### src/rtl/von_pkg.sv
// Shared opcode and FSM state definitions for the accumulator CPU controller and its ALU bench.
package von_pkg;

  localparam int unsigned OPC_W = 3;

  typedef enum logic [2:0] {
    OP_ADD   = 3'b000,
    OP_SHL   = 3'b001,
    OP_XNOR  = 3'b010,
    OP_SHR   = 3'b011,
    OP_LOAD  = 3'b100,
    OP_STORE = 3'b101,
    OP_NEG   = 3'b110,
    OP_HALT  = 3'b111
  } opcode_e;

  typedef enum logic [3:0] {
    ST_IDLE    = 4'd0,
    ST_FETCH   = 4'd1,
    ST_DECODE  = 4'd2,
    ST_OPFETCH = 4'd3,
    ST_OPLATCH = 4'd4,
    ST_EXEC    = 4'd5,
    ST_WB      = 4'd6,
    ST_STORE   = 4'd7,
    ST_HALT    = 4'd8
  } state_e;

endpackage

### src/rtl/cpu_control_von.sv
// Multi-cycle control FSM for a von Neumann accumulator CPU with a unified memory
// and an external ALU; every output is a flop computed from the next state.
module cpu_control_von
  import von_pkg::*;
#(
  parameter int unsigned ADDR_W = 5,
  parameter int unsigned DATA_W = 8
) (
  input  logic              clk,
  input  logic              rst,
  input  logic              start,
  input  logic [DATA_W-1:0] mem_rdata,
  output logic [ADDR_W-1:0] mem_addr,
  output logic [DATA_W-1:0] mem_wdata,
  output logic              mem_we,
  input  logic [DATA_W-1:0] alu_result,
  output logic [OPC_W-1:0]  alu_mode,
  output logic              alu_activate,
  output logic [DATA_W-1:0] ac,
  output logic [DATA_W-1:0] dr,
  output logic [ADDR_W-1:0] pc,
  output logic              busy,
  output logic              halted
);

  state_e              state_q, state_d;
  logic [ADDR_W-1:0]   pc_q, pc_d;
  logic [DATA_W-1:0]   ac_q, ac_d;
  logic [DATA_W-1:0]   dr_q, dr_d;
  logic [DATA_W-1:0]   ir_q, ir_d;
  logic [ADDR_W-1:0]   mem_addr_q, mem_addr_d;
  logic [DATA_W-1:0]   mem_wdata_q, mem_wdata_d;
  logic                mem_we_q, mem_we_d;
  logic [OPC_W-1:0]    alu_mode_q, alu_mode_d;
  logic                alu_act_q, alu_act_d;
  logic                busy_q, busy_d;
  logic                halted_q, halted_d;
  opcode_e             rd_op;

  assign rd_op = opcode_e'(mem_rdata[DATA_W-1 -: OPC_W]);

  always_ff @(posedge clk) begin
    if (rst) begin
      state_q     <= ST_IDLE;
      pc_q        <= '0;
      ac_q        <= '0;
      dr_q        <= '0;
      ir_q        <= '0;
      mem_addr_q  <= '0;
      mem_wdata_q <= '0;
      mem_we_q    <= 1'b0;
      alu_mode_q  <= '0;
      alu_act_q   <= 1'b0;
      busy_q      <= 1'b0;
      halted_q    <= 1'b0;
    end else begin
      state_q     <= state_d;
      pc_q        <= pc_d;
      ac_q        <= ac_d;
      dr_q        <= dr_d;
      ir_q        <= ir_d;
      mem_addr_q  <= mem_addr_d;
      mem_wdata_q <= mem_wdata_d;
      mem_we_q    <= mem_we_d;
      alu_mode_q  <= alu_mode_d;
      alu_act_q   <= alu_act_d;
      busy_q      <= busy_d;
      halted_q    <= halted_d;
    end
  end

  // Next state and datapath register updates; the instruction byte is only valid during DECODE.
  always_comb begin
    state_d = state_q;
    pc_d    = pc_q;
    ac_d    = ac_q;
    dr_d    = dr_q;
    ir_d    = ir_q;

    unique case (state_q)
      ST_IDLE: begin
        if (start) begin
          state_d = ST_FETCH;
          pc_d    = '0;
        end
      end
      ST_FETCH:   state_d = ST_DECODE;
      ST_DECODE: begin
        ir_d = mem_rdata;
        pc_d = pc_q + ADDR_W'(1);
        unique case (rd_op)
          OP_STORE: state_d = ST_STORE;
          OP_NEG:   state_d = ST_EXEC;
          OP_HALT:  state_d = ST_HALT;
          default:  state_d = ST_OPFETCH;
        endcase
      end
      ST_OPFETCH: state_d = ST_OPLATCH;
      ST_OPLATCH: begin
        dr_d    = mem_rdata;
        state_d = ST_EXEC;
      end
      ST_EXEC:    state_d = ST_WB;
      ST_WB: begin
        ac_d    = alu_result;
        state_d = ST_FETCH;
      end
      ST_STORE:   state_d = ST_FETCH;
      ST_HALT:    state_d = ST_HALT;
      default:    state_d = ST_IDLE;
    endcase
  end

  // Registered outputs are derived from the state being entered so they line up with it.
  always_comb begin
    mem_addr_d  = '0;
    mem_wdata_d = ac_d;
    mem_we_d    = (state_d == ST_STORE);
    alu_act_d   = (state_d == ST_EXEC);
    alu_mode_d  = ir_d[DATA_W-1 -: OPC_W];
    busy_d      = (state_d != ST_IDLE) && (state_d != ST_HALT);
    halted_d    = (state_d == ST_HALT);

    unique case (state_d)
      ST_FETCH:                        mem_addr_d = pc_d;
      ST_DECODE:                       mem_addr_d = mem_addr_q;
      ST_OPFETCH, ST_OPLATCH, ST_STORE: mem_addr_d = ir_d[ADDR_W-1:0];
      default:                         mem_addr_d = '0;
    endcase
  end

  assign mem_addr     = mem_addr_q;
  assign mem_wdata    = mem_wdata_q;
  assign mem_we       = mem_we_q;
  assign alu_mode     = alu_mode_q;
  assign alu_activate = alu_act_q;
  assign ac           = ac_q;
  assign dr           = dr_q;
  assign pc           = pc_q;
  assign busy         = busy_q;
  assign halted       = halted_q;

endmodule

### config.mk
export PLATFORM = sky130hd
export DESIGN_NAME = cpu_control_von
export DESIGN_NICKNAME = d
export VERILOG_FILES = /design/src/rtl/von_pkg.sv /design/src/rtl/cpu_control_von.sv
export SDC_FILE = /design/constraint.sdc
export NUM_CORES = 1
export LEC_CHECK = 0
export ABC_CLOCK_PERIOD_IN_PS = 2100
export CORE_ASPECT_RATIO = 1.5
export CORE_MARGIN = 2
export CORE_UTILIZATION = 36
export DETAILED_ROUTE_END_ITERATION = 8
export RECOVER_POWER = 100
export SYNTH_ARGS = -nofsm -noshare
export SYNTH_HDL_FRONTEND = slang
export SYNTH_SLANG_ARGS = --single-unit
### constraint.sdc
create_clock -name clk -period 2.1 [get_ports clk]
set_input_delay 0.525 -clock clk [delete_from_list [all_inputs] [get_ports clk]]
set_output_delay 0.525 -clock clk [all_outputs]
set_load 0.02 [all_outputs]
==> results.ini <==
[status]
outcome = complete, no violations

[floorplanning]
ioPinCount = 60
num_rows = 32
core_region_area_um2 = 5160
initial_utilization_pct = 37.4
fp.dieH_um = 93.7
die_area_um2 = 5980
dieWidth_um = 63.8

[min_path]
min_to = dr[2]
min_path_type = reg -> reg
holdPathStages = 2
hold_path_startpoint = dr[2]

[final_layout]
drive_gt1_share_pct = 7.19
antenna-diode-count = 0
area_growth_pct = 35.8
stdcell_count = 346
nets = 297
final_cell_area_um2 = 2620

[synthesis]
yosys_warnings = 0
synth_cells = 224
synth-edff-count = 0
seq_area_frac_synth_pct = 43.6
ys.flop_type = dfxtp_1
avgSynthCellArea_um2 = 8.62
syn_nets = 244
yosysUniqueCellTypes = 41
ys_seq_elements = 42
synthArstFlopShare_pct = 0
syn_area_um2 = 1930

[power_and_ir_drop]
p_per_area_nw_per_um2 = 654
peakVddDrop_uv = 259
p_leak_nw = 1.05

[critical_path]
reg2reg_from = state_q[2]
crit_path_max_fanout = 5
end_kind = output port
r2r_end = mem_addr[0]
setup.worst_path.class = reg -> out
critPathMaxStageDelay_ns = 0.71
cp.required_ns = 1.57
critPathTopFamily = buffers and inverters
crit_buf_inv = 1
cp_slowest_cell = dlygate4sd3_1
worstPathCellList = dlygate4sd3_1
worstSetupStartpointType = flop
rr_worst_depth = 5
cp.arrival_ns = 1.44
reg2reg_setup_slack_ns = 0.25

[global_routing]
grt_first_pass_wirelength_mm = 8.15
grt_usage_pct = 17.1
grt_pass1_vias = 1680
grt_max_degree = 19
gr-total-overflow = 0
antenna_found_initial = 0

[timing]
min_period_over_period_pct = 93.6
fmax_ghz = 0.509
finalHoldWorstSlack_ns = 0.454
relSlewSlack_pct = 43.6
finalWorstSetupSlack_ns = 0.135
finalCriticalPeriod_ns = 1.97
slew_viol_final = 0
fin_setup_tns_ns = 0
grt_setup_unrepaired = false
tightest_slew_ns = 0.839
finClkSkew_ns = 0.00694
finalHoldViolCount = 0
setup_viol = 0

[placement]
gp_congestion = 0.847
dp_slack_ns = -0.0316
dpl_cell_area_um2 = 2540
dp_cells = 338
io_buffers = 59
hpwlAfterDp_mm = 3.52

[cts]
cts-root-buf = clkbuf_8
cts_buffer_depth = 2
tritoncts = built
cts.sinks = 42
clock_latency_ns = 0.30
cts_resized = 0
path_clk_slew_ns = 0.09
numCtsBuffers = 5
ctsHoldBuffers = 0
htreeDepth = 2
post_cts_buffers = 0

[detailed_routing]
via_per_inst = 5.08
drt-total-wl_mm = 4.74
num_vias = 1756
drt_iter0_drc = 79
firstDrtPassIters = 5
drtAntennaViolNets = 0
remaining_drc_errors = 0
wire_per_inst_um = 13.7

[flow_run]
maxCapViolCount = 0

where the power goes:
part | switching, W | internal, W | total, W
registers | 0.0000282 | 0.000826 | 0.000854
clock network | 0.000299 | 0.000240 | 0.000539
logic | 0.000175 | 0.000147 | 0.000322
layout by cell type (no fill, tap or decap), types with 2 or more instances in the layout:
| cell type | instances |
|---|---|
| a31oi_1 | 5 |
| clkdlybuf4s50_1 | 17 |
| a32o_1 | 5 |
| clkbuf_8 | 5 |
| and3_1 | 2 |
| or2b_1 | 4 |
| a221oi_1 | 2 |
| a22oi_1 | 2 |
| xnor2_1 | 2 |
| a21oi_1 | 20 |
| nand3_1 | 2 |
| clkbuf_1 | 2 |
| mux2i_1 | 9 |
| nor2_1 | 20 |
| o21ai_0 | 4 |
| nor3_1 | 7 |
| nand2b_1 | 2 |
| a211oi_1 | 3 |
| nor2b_1 | 6 |
| nor3b_1 | 2 |
| nor4_1 | 5 |
| nand2_1 | 36 |
| a21boi_0 | 2 |
| a21o_1 | 3 |
| buf_4 | 8 |
| dfxtp_1 | 42 |
| dlygate4sd3_1 | 42 |
routing by layer:
metal | vias to the layer above | global-route usage, % | part of all wire [%]
li1 | 877 | - | -
met1 | 818 | 21.1 | 44
met2 | 57 | 28.9 | 50
met3 | 4 | 3.60 | 4.2
met4 | 0 | 6.52 | 1.5
met5 | - | 0 | 0
final cells by class:
| type | instances | area, µm² |
|---|---|---|
| Inverter | 1 | 3.75 |
| Sequential cell | 42 | 841 |
| Clock inverter | 3 | 25.0 |
| Tap cell | 68 | 85.1 |
| Multi-Input combinational cell | 157 | 936 |
| Clock buffer | 5 | 68.8 |
| Timing Repair Buffer | 70 | 663 |
| Fill cell | 490 | 2540 |
cell families after synthesis:
group,share of synthesized area [%]
mux,4.67
fa+ha+maj,0.648
simple gates,25.2
compound gates,16.9
flops,43.6
xor+xnor,1.36
buf+inv,7.71
flip-flops by register name, indices dropped and copies added (netlist names):
name	count
mem_addr	5
state_q	4
mem_wdata	8
dr	8
busy	1
halted	1
alu_activate	1
mem_we	1
ir_q	8
pc	5
Yosys cell counts, types with 2 or more instances:
cell type,number,area [µm²]
a211oi_1,2,15.0
a21boi_0,2,15.0
a21o_1,3,22.5
a21oi_1,20,100
a221oi_1,2,17.5
a22oi_1,2,15.0
a31oi_1,5,31.3
a32o_1,5,50.1
and2_1,2,12.5
and3_1,2,12.5
buf_2,5,25.0
buf_4,11,82.6
clkbuf_1,7,26.3
dfxtp_1,42,841
mux2i_1,9,90.1
nand2_1,36,135
nand2b_1,2,12.5
nand3_1,2,10.0
nor2_1,20,75.1
nor2b_1,6,37.5
nor3_1,7,35.0
nor3b_1,2,15.0
nor4_1,5,31.3
o21ai_0,4,20.0
or2b_1,4,30.0
xnor2_1,2,17.5
worst max path at each step:
stage	from	end	slack [ns]	cells after the start
finish	pc[3]	pc[3]	0.13	1
global route	state_q[2]	dr[7]	0.002	4
CTS	pc[3]	pc[3]	0.19	1
detailed placement	mem_rdata[6]	mem_addr[2]	-0.03	5
global placement	mem_rdata[6]	mem_addr[2]	0.006	5
floorplan	mem_rdata[6]	mem_addr[2]	0.44	5
per-stage QoR:
stage,total power (W),util [%]
CTS,0.00175,51.1
global placement,0.00120,49.2
global route,0.00181,50.8
detailed placement,0.00121,49.2
floorplan,0.00107,-
finish,0.00171,50.8
Power figures use the tool's default switching activity.
